File: src/rtl/tron_sprite_pkg.sv
// Shared types, palette constants and the UP-facing base bitmap for the light-cycle sprite renderer.
// The bitmap is authored at 8x8; base_pixel() resamples it for other power-of-two sprite sizes.
package tron_sprite_pkg;

    typedef enum logic [1:0] {
        DIR_UP    = 2'd0,
        DIR_RIGHT = 2'd1,
        DIR_DOWN  = 2'd2,
        DIR_LEFT  = 2'd3
    } dir_e;

    typedef enum logic [1:0] {
        ST_ALIVE = 2'd0,
        ST_BLINK = 2'd1,
        ST_GONE  = 2'd2
    } crash_state_e;

    typedef logic [1:0] palette_idx_t;

    localparam logic [23:0] COL_P0    = 24'h00FFFF;
    localparam logic [23:0] COL_P1    = 24'hFF8000;
    localparam logic [23:0] COL_WHITE = 24'hFFFFFF;
    localparam logic [23:0] COL_GREY  = 24'h404040;

    localparam int BASE_LOG2 = 3;

    // Indexed [v][u]; row 0 is the nose of the bike when facing UP.
    localparam palette_idx_t BASE_BITMAP [8][8] = '{
        '{2'd2, 2'd0, 2'd0, 2'd1, 2'd1, 2'd0, 2'd0, 2'd3},
        '{2'd0, 2'd0, 2'd1, 2'd2, 2'd2, 2'd1, 2'd0, 2'd0},
        '{2'd0, 2'd1, 2'd1, 2'd2, 2'd2, 2'd1, 2'd1, 2'd0},
        '{2'd0, 2'd1, 2'd3, 2'd1, 2'd1, 2'd3, 2'd1, 2'd0},
        '{2'd0, 2'd1, 2'd3, 2'd1, 2'd1, 2'd3, 2'd1, 2'd0},
        '{2'd0, 2'd1, 2'd1, 2'd1, 2'd1, 2'd1, 2'd1, 2'd0},
        '{2'd0, 2'd0, 2'd3, 2'd1, 2'd1, 2'd3, 2'd0, 2'd0},
        '{2'd1, 2'd0, 2'd0, 2'd3, 2'd3, 2'd0, 2'd0, 2'd2}
    };

    function automatic palette_idx_t base_pixel(input logic [4:0] u, input logic [4:0] v,
                                                 input int log2s);
        logic [2:0] us;
        logic [2:0] vs;
        if (log2s >= BASE_LOG2) begin
            us = 3'(u >> (log2s - BASE_LOG2));
            vs = 3'(v >> (log2s - BASE_LOG2));
        end else begin
            us = 3'(u << (BASE_LOG2 - log2s));
            vs = 3'(v << (BASE_LOG2 - log2s));
        end
        return BASE_BITMAP[vs][us];
    endfunction

    function automatic logic [23:0] palette_rgb(input palette_idx_t idx, input int player_id);
        logic [23:0] rgb;
        case (idx)
            2'd1:    rgb = (player_id == 0) ? COL_P0 : COL_P1;
            2'd2:    rgb = COL_WHITE;
            2'd3:    rgb = COL_GREY;
            default: rgb = 24'h000000;
        endcase
        return rgb;
    endfunction

endpackage

File: src/rtl/sprite_coord_xform.sv
// Combinational screen-to-sprite mapping: box test on 11-bit signed offsets, de-scaling and
// rotation of the scaled offset into source bitmap coordinates (u,v).
module sprite_coord_xform
    import tron_sprite_pkg::*;
#(
    parameter int SPRITE_S   = 8,
    parameter int SCALE_LOG2 = 1
)(
    input  logic [9:0]                  draw_x,
    input  logic [9:0]                  draw_y,
    input  logic [9:0]                  bike_x,
    input  logic [9:0]                  bike_y,
    input  dir_e                        dir,
    output logic                        in_box,
    output logic [$clog2(SPRITE_S)-1:0] u,
    output logic [$clog2(SPRITE_S)-1:0] v
);
    localparam int IDX_W = $clog2(SPRITE_S);
    localparam logic signed [10:0] BOX_SPAN = 11'(SPRITE_S << SCALE_LOG2);
    localparam logic [IDX_W-1:0]   S1       = IDX_W'(SPRITE_S - 1);

    logic signed [10:0] dx_s;
    logic signed [10:0] dy_s;
    logic [IDX_W-1:0]   sx_s;
    logic [IDX_W-1:0]   sy_s;

    // The extra sign bit keeps offsets past the 10-bit screen edge from wrapping into the box.
    assign dx_s = $signed({1'b0, draw_x} - {1'b0, bike_x});
    assign dy_s = $signed({1'b0, draw_y} - {1'b0, bike_y});

    assign in_box = (dx_s >= 11'sd0) && (dx_s < BOX_SPAN) &&
                    (dy_s >= 11'sd0) && (dy_s < BOX_SPAN);

    assign sx_s = dx_s[SCALE_LOG2 +: IDX_W];
    assign sy_s = dy_s[SCALE_LOG2 +: IDX_W];

    // Rotate the UP-facing bitmap into the requested heading
    always_comb begin
        u = sx_s;
        v = sy_s;
        case (dir)
            DIR_UP: begin
                u = sx_s;
                v = sy_s;
            end
            DIR_RIGHT: begin
                u = sy_s;
                v = S1 - sx_s;
            end
            DIR_DOWN: begin
                u = S1 - sx_s;
                v = S1 - sy_s;
            end
            DIR_LEFT: begin
                u = S1 - sy_s;
                v = sx_s;
            end
            default: begin
                u = sx_s;
                v = sy_s;
            end
        endcase
    end

endmodule

File: src/rtl/bike_sprite_renderer.sv
// Two-stage light-cycle sprite renderer with per-frame shadowed position/heading and crash FSM.
// Define SPRITE_BLINK_EN to get the blinking BLINK state between crash and GONE.
module bike_sprite_renderer
    import tron_sprite_pkg::*;
#(
    parameter int SPRITE_S     = 8,
    parameter int SCALE_LOG2   = 1,
    parameter int PLAYER_ID    = 0,
    parameter int BLINK_FRAMES = 60,
    parameter int BLINK_PERIOD = 8
)(
    input  logic       Clk,
    input  logic       Reset_n,
    input  logic       frame_start,
    input  logic       pix_valid,
    input  logic [9:0] DrawX,
    input  logic [9:0] DrawY,
    input  logic [9:0] BikeX,
    input  logic [9:0] BikeY,
    input  logic [1:0] Dir,
    input  logic       crash,
    input  logic       respawn,
    output logic       out_valid,
    output logic       sprite_on,
    output logic [7:0] SpriteR,
    output logic [7:0] SpriteG,
    output logic [7:0] SpriteB
);
    localparam int IDX_W = $clog2(SPRITE_S);

    logic [9:0]       bike_x_r;
    logic [9:0]       bike_y_r;
    dir_e             dir_r;
    crash_state_e     state_r;
    crash_state_e     state_s;
    logic             visible_s;
    logic             in_box_s;
    logic [IDX_W-1:0] u_s;
    logic [IDX_W-1:0] v_s;
    logic             s1_valid_r;
    logic             s1_in_box_r;
    logic             s1_vis_r;
    logic [IDX_W-1:0] s1_u_r;
    logic [IDX_W-1:0] s1_v_r;
    palette_idx_t     idx_s;
    logic             on_s;
    logic [23:0]      rgb_s;

`ifdef SPRITE_BLINK_EN
    localparam int BLINK_W  = (BLINK_FRAMES > 1) ? $clog2(BLINK_FRAMES) : 1;
    localparam int PERIOD_W = (BLINK_PERIOD > 1) ? $clog2(BLINK_PERIOD) : 1;
    localparam logic [BLINK_W-1:0]  BLINK_LAST  = BLINK_W'(BLINK_FRAMES - 1);
    localparam logic [PERIOD_W-1:0] PERIOD_LAST = PERIOD_W'(BLINK_PERIOD - 1);

    logic [BLINK_W-1:0]  blink_cnt_r;
    logic [BLINK_W-1:0]  blink_cnt_s;
    logic [PERIOD_W-1:0] period_cnt_r;
    logic [PERIOD_W-1:0] period_cnt_s;
    logic                phase_r;
    logic                phase_s;
`endif

    // Shadow copies so mid-frame changes of position/heading never tear the image
    always_ff @(posedge Clk or negedge Reset_n) begin
        if (!Reset_n) begin
            bike_x_r <= 10'd0;
            bike_y_r <= 10'd0;
            dir_r    <= DIR_UP;
        end else if (frame_start) begin
            bike_x_r <= BikeX;
            bike_y_r <= BikeY;
            dir_r    <= dir_e'(Dir);
        end
    end

    // Crash/respawn next state; only frame_start lets the FSM move
    always_comb begin
        state_s   = state_r;
        visible_s = 1'b0;
`ifdef SPRITE_BLINK_EN
        blink_cnt_s  = blink_cnt_r;
        period_cnt_s = period_cnt_r;
        phase_s      = phase_r;
`endif
        if (frame_start) begin
            case (state_r)
                ST_ALIVE: begin
                    if (crash) begin
`ifdef SPRITE_BLINK_EN
                        state_s      = ST_BLINK;
                        blink_cnt_s  = {BLINK_W{1'b0}};
                        period_cnt_s = {PERIOD_W{1'b0}};
                        phase_s      = 1'b1;
`else
                        state_s = ST_GONE;
`endif
                    end else begin
                        state_s = ST_ALIVE;
                    end
                end
`ifdef SPRITE_BLINK_EN
                ST_BLINK: begin
                    if (respawn && !crash) begin
                        state_s = ST_ALIVE;
                    end else if (blink_cnt_r == BLINK_LAST) begin
                        state_s = ST_GONE;
                    end else begin
                        blink_cnt_s = blink_cnt_r + BLINK_W'(1'b1);
                        if (period_cnt_r == PERIOD_LAST) begin
                            period_cnt_s = {PERIOD_W{1'b0}};
                            phase_s      = ~phase_r;
                        end else begin
                            period_cnt_s = period_cnt_r + PERIOD_W'(1'b1);
                            phase_s      = phase_r;
                        end
                    end
                end
`endif
                ST_GONE: begin
                    if (respawn && !crash) begin
                        state_s = ST_ALIVE;
                    end else begin
                        state_s = ST_GONE;
                    end
                end
                default: state_s = ST_ALIVE;
            endcase
        end else begin
            state_s = state_r;
        end
`ifdef SPRITE_BLINK_EN
        visible_s = (state_r == ST_ALIVE) || ((state_r == ST_BLINK) && phase_r);
`else
        visible_s = (state_r == ST_ALIVE);
`endif
    end

    // Crash FSM state and blink counters
    always_ff @(posedge Clk or negedge Reset_n) begin
        if (!Reset_n) begin
            state_r <= ST_ALIVE;
`ifdef SPRITE_BLINK_EN
            blink_cnt_r  <= {BLINK_W{1'b0}};
            period_cnt_r <= {PERIOD_W{1'b0}};
            phase_r      <= 1'b0;
`endif
        end else begin
            state_r <= state_s;
`ifdef SPRITE_BLINK_EN
            blink_cnt_r  <= blink_cnt_s;
            period_cnt_r <= period_cnt_s;
            phase_r      <= phase_s;
`endif
        end
    end

    sprite_coord_xform #(
        .SPRITE_S   (SPRITE_S),
        .SCALE_LOG2 (SCALE_LOG2)
    ) u_xform (
        .draw_x (DrawX),
        .draw_y (DrawY),
        .bike_x (bike_x_r),
        .bike_y (bike_y_r),
        .dir    (dir_r),
        .in_box (in_box_s),
        .u      (u_s),
        .v      (v_s)
    );

    // Stage 1: register box test, source coordinates and visibility
    always_ff @(posedge Clk or negedge Reset_n) begin
        if (!Reset_n) begin
            s1_valid_r  <= 1'b0;
            s1_in_box_r <= 1'b0;
            s1_vis_r    <= 1'b0;
            s1_u_r      <= {IDX_W{1'b0}};
            s1_v_r      <= {IDX_W{1'b0}};
        end else begin
            s1_valid_r  <= pix_valid;
            s1_in_box_r <= in_box_s;
            s1_vis_r    <= visible_s;
            s1_u_r      <= u_s;
            s1_v_r      <= v_s;
        end
    end

    // Stage 2 lookup: bitmap index, opacity and palette colour
    always_comb begin
        idx_s = base_pixel(5'(s1_u_r), 5'(s1_v_r), IDX_W);
        on_s  = s1_valid_r && s1_in_box_r && s1_vis_r && (idx_s != 2'd0);
        if (on_s) begin
            rgb_s = palette_rgb(idx_s, PLAYER_ID);
        end else begin
            rgb_s = 24'h000000;
        end
    end

    // Stage 2 output registers
    always_ff @(posedge Clk or negedge Reset_n) begin
        if (!Reset_n) begin
            out_valid <= 1'b0;
            sprite_on <= 1'b0;
            SpriteR   <= 8'd0;
            SpriteG   <= 8'd0;
            SpriteB   <= 8'd0;
        end else begin
            out_valid <= s1_valid_r;
            sprite_on <= on_s;
            SpriteR   <= rgb_s[23:16];
            SpriteG   <= rgb_s[15:8];
            SpriteB   <= rgb_s[7:0];
        end
    end

endmodule
File: config.mk
export PLATFORM = sky130hd
export DESIGN_NAME = bike_sprite_renderer
export DESIGN_NICKNAME = d
export VERILOG_FILES = /design/src/rtl/tron_sprite_pkg.sv /design/src/rtl/sprite_coord_xform.sv /design/src/rtl/bike_sprite_renderer.sv
export SDC_FILE = /design/constraint.sdc
export NUM_CORES = 1
export LEC_CHECK = 0
export CAP_MARGIN = 20
export CORE_MARGIN = 5
export CORE_UTILIZATION = 30
export CTS_CLUSTER_DIAMETER = 120
export DETAILED_ROUTE_END_ITERATION = 8
export PLACE_DENSITY = 0.62
export SLEW_MARGIN = 20
export SYNTH_ARGS = -nofsm -noshare
export SYNTH_HDL_FRONTEND = slang
export SYNTH_SLANG_ARGS = --single-unit
File: constraint.sdc
create_clock -name Clk -period 7.89 [get_ports Clk]
set_clock_uncertainty 0.05 [all_clocks]
set_input_delay 1.578 -clock Clk [delete_from_list [all_inputs] [get_ports Clk]]
set_output_delay 1.578 -clock Clk [all_outputs]
set_load 0.01 [all_outputs]
==> results.yml <==
detailed_routing:
  route.detailed.vias_per_inst: 4.70
  drc_violation_count_after_routing: 0
  post_drt_wl_per_cell_microns: 12.2
  drt_iter0_drc: 30
  detail-route-antenna-nets: 0
  drt_first_pass_iters: 4
  detailroute.via_count: 2164
  route.final.wire_length_microns: 5610
yosys:
  synth-edff-count: 0
  synthSimpleGateAreaFrac_pct: 12.6
  area_share_of_fa_ha_maj_cells_after_synthesis_pct: 13.6
  synth_area_leader_cell: "dfrtp_1"
  synth.yosys.warnings: 0
  synth_seq_area_share_pct: 35.3
  ys_ff_latch: 38
  synth.net_count: 376
  synthesis.area_per_instance_sq_um: 8.98
  syn_inst: 300
  synth.mux.area_fraction_pct: 4.74
  yosys.cell_count.top_type: "dfrtp_1"
  post_synth_num_cell_types: 49
  netlist_top_cells_count: "38 x dfrtp_1, 33 x inv_1, 30 x o21ai_0"
  synth_top_flop_cell: "dfrtp_1"
  post_synth_xor_area_fraction_pct: 4.55
  synth.top_cells.by_area: "dfrtp_1 35%, ha_1 12%, buf_4 5.6%, o21ai_0 5.6%, inv_1 4.6%"
  postSynth.asyncResetShare_pct: 100
  synth_compound_gate_area_share_pct: 17.8
  synth_top_family_by_area: "compound AO/OA/AOI/OAI gates"
  synthesis.area_sq_um: 2690
  yosys.area.top_type_share_pct: 35.3
global_routing:
  antenna_found_initial: 0
  grt_usage_pct: 10.2
  grt_max_degree: 43
  global_route.overflow_total: 0
  grt_first_pass_wirelength_microns: 9400
  first_global_vias: 2199
cells_and_area:
  fill_cell_instance_count_of_the_final_layout: 885
  drive_above_1_share_pct: 5.11
  layout.area.seq_sq_um: 951
  multi_input_comb_area_sq_um: 1430
  antenna_cells: 0
  num-nets-final: 428
  instances_no_fill: 460
  areaGrowthSynthToFinish_pct: 28.3
timing:
  layout_worst_path_cycle_share_pct: 56.4
  grt_setup_unrepaired: "false"
  timing.final.hold_violations: 0
  layout_min_cycle_time_ps: 4450
  timing.max_slew.rel_slack_pct: 43.1
  worst-slew-pin-transition_ps: 854
  slew_violations: 0
  setup-tns-final_ps: 0
  finalSetupViolations: 0
  achievable-frequency_ghz: 0.225
floorplan:
  initial_utilization_pct: 30.9
  chipHeight_microns: 105
  floorplan.io_pins: 74
  core_region_area_sq_um: 8720
  row_count: 34
  die_w_microns: 105
  dieArea_sq_um: 11000
cts:
  number_of_clock_sinks_seen_by_cts: 38
  ctsHoldBuffers: 0
  tritoncts: "yes"
  max_root_sink_buffers: 2
  cts_root_buffer: "clkbuf_8"
  worstSkewPairLatency_ps: 290
  postCtsSetupBuffers: 0
  clk_pin_slew_ps: 70
  cts_inserted_buffers: 5
  post_cts_resized: 0
  htree_levels: 2
power_and_ir_drop:
  power-per-cell-area_nw_per_um2: 181
  static-leakage-power_nw: 1.56
  power.ir.vdd_worst_mv: 0.0605
critical_path:
  path_class: "in -> reg"
  worst-endpoint-arrival_ps: 4610
  crit_path_start_kind: "input pin"
  worstSetupEndpointType: "register"
  worst_ep_required_time_ps: 8050
  peak_fanout_along_the_critical_path: 2
job:
  maxCapViolCount: 0
outcome:
  status: "finished, final reports clean"
placement:
  gp_routability_congestion: 0.783
  place.detailed.hpwl_microns: 4520
  port_buffers: 73
  placed_cells: 453
hold_path:
  min_path_type: "reg -> reg"
==> kinds of logic after synthesis <==
logic type	Yosys count
compound gates	79
xor+xnor	14
fa+ha+maj	28
buf+inv	62
flops	38
mux	12
simple gates	67
==> power by group <==
part | switching, mW | internal [mW] | total (mW)
combinational | 0.129 | 0.125 | 0.254
clock | 0.0678 | 0.0593 | 0.127
sequential | 0.0245 | 0.218 | 0.242
==> placed cells by master (no fill, tap or decap), types with 3 or more instances in the layout <==
cell	Yosys	layout
a31oi_1	4	4
nor2b_1	5	5
dfrtp_1	38	38
a21o_1	3	3
mux2i_1	6	6
mux2_2	6	6
clkdlybuf4s50_1	0	72
clkbuf_8	0	5
ha_1	26	26
a21oi_1	16	16
xor2_1	6	6
o21a_1	4	4
o21ai_1	4	4
o21ai_0	30	30
nor3b_1	3	3
nand2b_1	3	3
nand3_1	3	3
nor2_1	12	12
xnor2_1	8	8
nand2_1	26	26
inv_1	33	33
==> registers in the layout, indices dropped and copies added (netlist names) <==
register / flops
bike_x_r: 10
bike_y_r: 10
s1_u_r: 3
s1_v_r: 3
SpriteB: 2
SpriteR: 2
dir_r: 2
out_valid: 1
s1_in_box_r: 1
s1_valid_r: 1
s1_vis_r: 1
sprite_on: 1
state_r: 1
==> cell type report <==
cell class | instances | area share [%]
sequential | 38 | 27.5
clock inverter | 2 | 0.290
multi-input combinational | 200 | 41.5
timing repair buffer | 74 | 21.2
tap | 108 | 3.91
clock buffer | 5 | 1.99
inverter | 33 | 3.59
==> routing by layer <==
metal	routed length [microns]	global-route usage, %	share of wire (%)
met2	2860	19.0	51
met4	78	2.56	1.4
met1	2370	11.3	42
met5	0	0	0
met3	294	2.77	5.2
==> through the flow <==
| stage | hold WS (ps) | setup WS (ps) | utilization (%) | power, mW | area [sq um] |
|---|---|---|---|---|---|
| 2_1_floorplan | 310 | 3770 | - | 0.428 | 2690 |
| 6_report | 346 | 3440 | 39.6 | 0.624 | 3450 |
| 5_1_grt | 363 | 3320 | 39.6 | 0.677 | 3450 |
| 4_1_cts | 354 | 3410 | 39.6 | 0.629 | 3450 |
| 3_5_place_dp | 337 | 3130 | 38.7 | 0.499 | 3380 |
| 3_3_place_gp | 324 | 3190 | 38.7 | 0.492 | 3380 |
==> critical path: stages <==
cell,delay [ps]
clkdlybuf4s50_1,460
inv_1,50
ha_1,230
fa_1,400
nand2b_1,160
a21oi_1,200
xor2_1,100
or4_1,450
or3_1,340
or4_1,490
nor3_2,160
==> final timing paths <==
| check | start | depth (start not counted) | slack [ps] | end |
|---|---|---|---|---|
| worst max-delay path | DrawY[0] | 11 | 3440 | s1_in_box_r$_DFF_PN0_ |
| worst min-delay path | s1_valid_r$_DFF_PN0_ | 0 | 350 | out_valid$_DFF_PN0_ |
| worst max register to register | bike_y_r[0]$_DFFE_PN0P_ | 9 | 4840 | s1_in_box_r$_DFF_PN0_ |
| worst min register to register | s1_valid_r$_DFF_PN0_ | 0 | 350 | out_valid$_DFF_PN0_ |
| max in group asynchronous | Reset_n | 1 | 5900 | bike_y_r[3]$_DFFE_PN0P_ |
| min in group asynchronous | Reset_n | 1 | 1350 | bike_x_r[6]$_DFFE_PN0P_ |
(Power assumes the default switching activity.)
